### src/rtl/alu_wide_seq.sv
// Multi-byte sequencer that drives an 8-bit ALU one byte per cycle, LSB first.
// Optional ALU_WIDE_SEQ_ABORT_EN adds an Abort input that cancels an operation in flight.
module alu_wide_seq #(
    parameter  int NBYTES = 2,
    localparam int W      = 8 * NBYTES
) (
    input  logic         CLK,
    input  logic         RST,
`ifdef ALU_WIDE_SEQ_ABORT_EN
    input  logic         Abort,
`endif
    input  logic         Start,
    input  logic         Mode,
    input  logic [3:0]   Selector,
    input  logic [W-1:0] A,
    input  logic [W-1:0] B,
    input  logic         CarryIn,
    output logic         Busy,
    output logic         Done,
    output logic [W-1:0] F,
    output logic         CarryOut,
    output logic         ZeroFlag,
    output logic         AluMode,
    output logic [3:0]   AluSel,
    output logic [7:0]   AluA,
    output logic [7:0]   AluB,
    output logic         AluCin,
    input  logic [7:0]   AluF,
    input  logic         AluCout
);

    localparam int IW = (NBYTES > 1) ? $clog2(NBYTES) : 1;
    localparam logic [IW-1:0] LAST_IDX = IW'(NBYTES - 1);

    typedef enum logic [1:0] {
        IDLE = 2'd0,
        EXEC = 2'd1,
        DONE = 2'd2
    } state_t;

    state_t         state;
    logic [IW-1:0]  idx;
    logic           lat_mode;
    logic [3:0]     lat_sel;
    logic [W-1:0]   lat_a;
    logic [W-1:0]   lat_b;
    logic           chain_carry;
    logic [W-1:0]   stage;
    logic [W-1:0]   merged;

    // Outside EXEC the ALU sees the idle pattern; merged is the staging value with this cycle's slice inserted.
    always_comb begin
        AluMode = 1'b1;
        AluSel  = 4'h0;
        AluA    = 8'h00;
        AluB    = 8'h00;
        AluCin  = 1'b0;
        merged  = stage;
        if (state == EXEC) begin
            AluMode = lat_mode;
            AluSel  = lat_sel;
            AluA    = lat_a[idx*8 +: 8];
            AluB    = lat_b[idx*8 +: 8];
            AluCin  = chain_carry;
            merged[idx*8 +: 8] = AluF;
        end
    end

    always_ff @(posedge CLK or posedge RST) begin
        if (RST) begin
            state       <= IDLE;
            idx         <= '0;
            lat_mode    <= 1'b0;
            lat_sel     <= 4'h0;
            lat_a       <= '0;
            lat_b       <= '0;
            chain_carry <= 1'b0;
            stage       <= '0;
            F           <= '0;
            CarryOut    <= 1'b0;
            ZeroFlag    <= 1'b1;
            Busy        <= 1'b0;
            Done        <= 1'b0;
        end else begin
            case (state)
                IDLE, DONE: begin
                    Done <= 1'b0;
                    if (Start) begin
                        lat_mode    <= Mode;
                        lat_sel     <= Selector;
                        lat_a       <= A;
                        lat_b       <= B;
                        chain_carry <= CarryIn;
                        idx         <= '0;
                        stage       <= '0;
                        Busy        <= 1'b1;
                        state       <= EXEC;
                    end else begin
                        Busy  <= 1'b0;
                        state <= IDLE;
                    end
                end
                EXEC: begin
`ifdef ALU_WIDE_SEQ_ABORT_EN
                    if (Abort) begin
                        idx   <= '0;
                        Busy  <= 1'b0;
                        state <= IDLE;
                    end else
`endif
                    begin
                        stage       <= merged;
                        chain_carry <= AluCout;
                        // Final slice: publish the wide result and flags together with Done.
                        if (idx == LAST_IDX) begin
                            idx      <= '0;
                            F        <= merged;
                            CarryOut <= AluCout;
                            ZeroFlag <= (merged == '0);
                            Busy     <= 1'b0;
                            Done     <= 1'b1;
                            state    <= DONE;
                        end else begin
                            idx <= idx + 1'b1;
                        end
                    end
                end
                default: begin
                    Busy  <= 1'b0;
                    Done  <= 1'b0;
                    state <= IDLE;
                end
            endcase
        end
    end

endmodule

### config.mk
export PLATFORM = sky130hd
export DESIGN_NAME = alu_wide_seq
export DESIGN_NICKNAME = d
export VERILOG_FILES = /design/src/rtl/alu_wide_seq.sv
export SDC_FILE = /design/constraint.sdc
export NUM_CORES = 1
export LEC_CHECK = 0
export CORE_MARGIN = 2
export CORE_UTILIZATION = 46
export DETAILED_ROUTE_END_ITERATION = 8
export PLACE_DENSITY_LB_ADDON = 0.15
export SLEW_MARGIN = 20
export SYNTH_ARGS = -nofsm -noshare
export SYNTH_HDL_FRONTEND = slang
export SYNTH_SLANG_ARGS = --single-unit
### constraint.sdc
create_clock -name CLK -period 2.5 [get_ports CLK]
set_clock_uncertainty 0.05 [all_clocks]
set_input_delay 0.375 -clock CLK [delete_from_list [all_inputs] [get_ports CLK]]
set_output_delay 0.375 -clock CLK [all_outputs]
set_load 0.05 [all_outputs]
# ---- Yosys cells after proc, flatten, opt, wreduce, memory -nomap -nowiden
# Index checks and enable logic that the tools add are counted.
dict set report op_classes {
  n_addsub 2
  mul 0
  div 0
  n_lt_le_gt_ge 0
  n_eq_ne 4
  shifts 4
  mux 22
  bitwise_logic 0
  reduce_logical 7
}
# cell count
set op_table {}
lappend op_table {{$neg A4 Y34} 1}
lappend op_table {{$shift A8 B34 Y16 const A} 1}
lappend op_table {{$shiftx A8 B34 Y16} 1}
lappend op_table {{$mux W16} 2}
lappend op_table {{$pmux W16 S2} 1}
lappend op_table {{$shiftx A16 B5 Y8} 2}
lappend op_table {{$bwmux W16} 1}
lappend op_table {{$logic_not A16 Y1} 1}
lappend op_table {{$mux W8} 2}
lappend op_table {{$mux W1} 10}
lappend op_table {{$pmux W1 S2} 3}
lappend op_table {{$reduce_and A2 Y1} 3}
lappend op_table {{$mux W4} 1}
lappend op_table {{$ne A2 B2 Y1 const B} 2}
lappend op_table {{$pmux W2 S2} 1}
lappend op_table {{$eq A2 B1 Y1 const B} 1}
lappend op_table {{$eq A2 B2 Y1 const B} 1}
lappend op_table {{$logic_not A2 Y1} 1}
lappend op_table {{$mux W2} 1}
lappend op_table {{$reduce_bool A2 Y1} 1}
lappend op_table {{$reduce_or A2 Y1} 1}
lappend op_table {{$add A1 B1 Y1 const B} 1}
dict set report totals {
  register_bits 77
  latchBits 0
  ram_bits 0
  rom_bits 0
  wordCells 52
  memories 0
}

# ---- Longest topological paths before layout
dict set report depth {
  ltp_word 5
  depth_mapped 5
  ltp_nobuf 4
}

# ---- Worst setup path before layout
# Ideal clock, no wire load.
dict set report synth_path {
  path_kind {register to output}
  from {reg idx}
  to {out AluA[0]}
  arrival_ps 1539
  required_time_ps 2075
  slack_ps 536
  stages_incl_launch_ff 5
  cell_sequence {dfrtp_1 > buf_4 > buf_4 > mux2i_1 > nor2_1}
}
dict set report synth_via {
  elab_chain_cells 2
}
# element line_no
set synth_lines {}
lappend synth_lines {{start: declaration} 42} ;# logic [IW-1:0] idx;
lappend synth_lines {{start signal: assignment} 124} ;# idx <= idx + 1'b1;
lappend synth_lines {{$shiftx A16 B5 Y8} 62} ;# AluA = lat_a[idx*8 +: 8];
lappend synth_lines {{$mux W8} 59} ;# if (state == EXEC) begin
lappend synth_lines {{end: declaration} 25} ;# output logic [7:0] AluA,
# No other way between the ends.

# ---- Worst setup path in the final report
dict set report layout_path {
  from {reg state[0]}
  to {out AluMode}
}
dict set report layout_via {
  elab_chain_cells 2
}
# element line_no
set layout_lines {}
lappend layout_lines {{start: declaration} 41} ;# state_t state;
lappend layout_lines {{start signal: assignment} 71} ;# state <= IDLE;
lappend layout_lines {{start signal: assignment} 97} ;# state <= EXEC;
lappend layout_lines {{start signal: assignment} 100} ;# state <= IDLE;
lappend layout_lines {{$eq A2 B1 Y1} 59}
lappend layout_lines {{$mux W1} 59}
lappend layout_lines {{end: declaration} 23} ;# output logic AluMode,
# No other way between the ends.

==> results.cfg <==
[cells_and_area]
design_area_sq_um = 4310
final_common_cell = nand2_1
diodes = 0
area_delta_synth_final_pct = 46.4
nNetsFinal = 480
n_fill_cell = 509
drive_above_1_share_pct = 12.0
final_cell_mix = nand2_1, clkdlybuf4s50_1, dfrtp_1

[setup_path]
r2r_start = state[0]$_DFFE_PP0N_
arrival_ns = 1.86
critPathSlowestCell = clkdlybuf4s50_1
cp_cell_sequence = nor2b_1, nand2b_1, clkdlybuf4s50_1
cp_top_family = buffers and inverters
path_max_fanout = 6
critPathRequiredTime_ns = 2.08
r2r-end = lat_a[0]$_DFFE_PP0P_
end_kind = output port
reg2reg_slack_ns = 0.82
r2r_cells = 4
cp_num_buf_inv = 1
start_kind = register
critPathLaunch = state[0]$_DFFE_PP0N_
critPathMaxStageDelay_ns = 0.81
critPathKind = reg -> out

[clock_network]
ctsResizeCount = 0
clock_sinks = 69
clockRootBuffer = clkbuf_8
clk_latency_ns = 0.34
cts_tree = done
clk_path_buf_depth = 2
cts-buffers-inserted = 9
cts_htree_levels = 3
hold_buffers = 0
post_cts_buffers = 0
path_clk_slew_ns = 0.07

[pwr]
leakagePower_nw = 2.13
pwr_density_cell_nw_per_um2 = 1480
peakVddDrop_mv = 1.10
totalPowerFinal_mw = 6.38

[drt]
route.detailed.drc = 0
wire_per_inst_um = 13.9
highest_layer = met4
wl_met2_mm = 3.59
wl_met3_um = 324
drt-initial-drc-count = 145
via_count = 2485
drt-met1-wl_mm = 3.09
via_per_inst = 4.85
wirelength_mm = 7.13
drtAntennaViolNets = 0
drtPass1Iterations = 4

[place]
dpl.hpwl_mm = 5.05
post-place-ws_ns = 0.515
place.gp.congestion = 0.784
numPortBuffers = 91
dpl_cell_area_sq_um = 4120

[sta]
setup_viol = 0
timing.final.hold_violations = 0
worstMarginPinSlew_ns = 0.747
max_freq_mhz = 439
rsz0062_at_grt = no
final-max-slew-violation-count = 0
fin_ws_ns = 0.220
min_period_over_period_pct = 91.2
min_period_ns = 2.28
relSlewSlack_pct = 50.2
setup_tns_ns = 0

[run_status]
status = finished, final reports clean

[synthesis]
synth_nets = 387
synth_cell_types = 25
async_reset_ff_share_pct = 100
synth.avg_cell_area_sq_um = 8.74
yosysSeqAreaShare_pct = 58.7
netlist_instances = 337
synth-seq-cells = 69
synth_area_sq_um = 2950
synth_edf_count = 0
ys_warn_count = 0
ys.flop_type = dfrtp_1

[grt]
grt_pass1_vias = 2544
antenna_found_initial = 0
overflow = 0
grt_pass1_wl_mm = 12.2
grt_start_max_net_pins = 40
grtUsageTotal_pct = 22.0

[floorplanning]
io_pins = 92
dieArea_sq_um = 7060
core_sq_um = 6280
initial_core_util_pct = 46.9
die_h_um = 84.0
rows = 29
die_x_um = 84.0

[job]
cap_violations = 0

[min_path]
min_path_type = in -> async
==> how the worst max path moves through the flow <==
stage	end	slack, ns	cells past startpoint
4_1_cts	AluMode	0.21	3
3_5_place_dp	lat_b[9]$_DFFE_PP0P_	0.51	5
6_report	AluMode	0.22	3
5_1_grt	AluMode	0.16	3
2_1_floorplan	Busy$_DFFE_PP0N_	0.34	1
3_3_place_gp	lat_b[3]$_DFFE_PP0P_	0.56	5
==> synthesized netlist by cell type, drive strengths merged, types with 2 or more instances <==
| cell | number | area (sq um) |
|---|---|---|
| nor3 | 2 | 15.0 |
| buf | 12 | 65.1 |
| clkbuf | 6 | 22.5 |
| nand2 | 182 | 683 |
| mux2i | 16 | 160 |
| dfrtp | 68 | 1700 |
| nor2 | 20 | 75.1 |
| o21ai | 9 | 45.0 |
| nor2b | 2 | 15.0 |
| nand2b | 3 | 18.8 |
| nor4 | 2 | 12.5 |
| and2 | 5 | 31.3 |
| inv | 2 | 7.50 |
==> flip-flops by register name, summed over array words and instances, names as in the netlist, 2 cells and up <==
register and flops:
F 16, lat_a 16, lat_b 16, lat_sel 4, stage 8, state 2
==> report_power, final <==
group / leakage (nW) / switching (mW) / internal, mW
Clock: 0.103 / 0.405 / 0.481
Combinational: 1.17 / 2.15 / 1.38
Sequential: 0.860 / 0.332 / 1.63
==> metal layers <==
layer | global-route usage [%] | vias to the layer above
li1 | - | 1224
met1 | 28.3 | 1184
met2 | 36.1 | 68
met3 | 4.65 | 9
met4 | 9.24 | 0
met5 | 0 | -
==> stage by stage <==
step,instances,util [%],hold slack [ns]
floorplan,337,-,0.387
global placement,496,65.6,0.403
detailed placement,496,65.6,0.408
CTS,512,68.7,0.355
global route,512,68.7,0.370
finish,512,68.7,0.343
==> worst register-to-register path, cell delays in order (launching register included) <==
cell and delay (ns):
dfrtp_1 0.45, nand2b_2 0.57, buf_4 0.37, nand2_1 0.08, nand2_1 0.05
==> cell type report <==
type	count	area (sq um)	share of cell area (%)
clock inverter	5	50.0	1.16
sequential	69	1730	40.1
clock buffer	11	141	3.28
tap	77	96.3	2.23
inverter	2	7.51	0.174
timing repair buffer	100	1160	27.0
multi-input combinational	248	1120	26.1
==> cell families after synthesis <==
logic type	count (synthesis)	share of synthesized area, %
multiplexers	16	5.44
XOR/XNOR	1	0.297
buffers and inverters	20	3.23
AND/OR/NAND/NOR	219	30.0
AO/OA/AOI/OAI	12	2.34
flip-flops	69	58.7
Power figures use the tool's default switching activity.
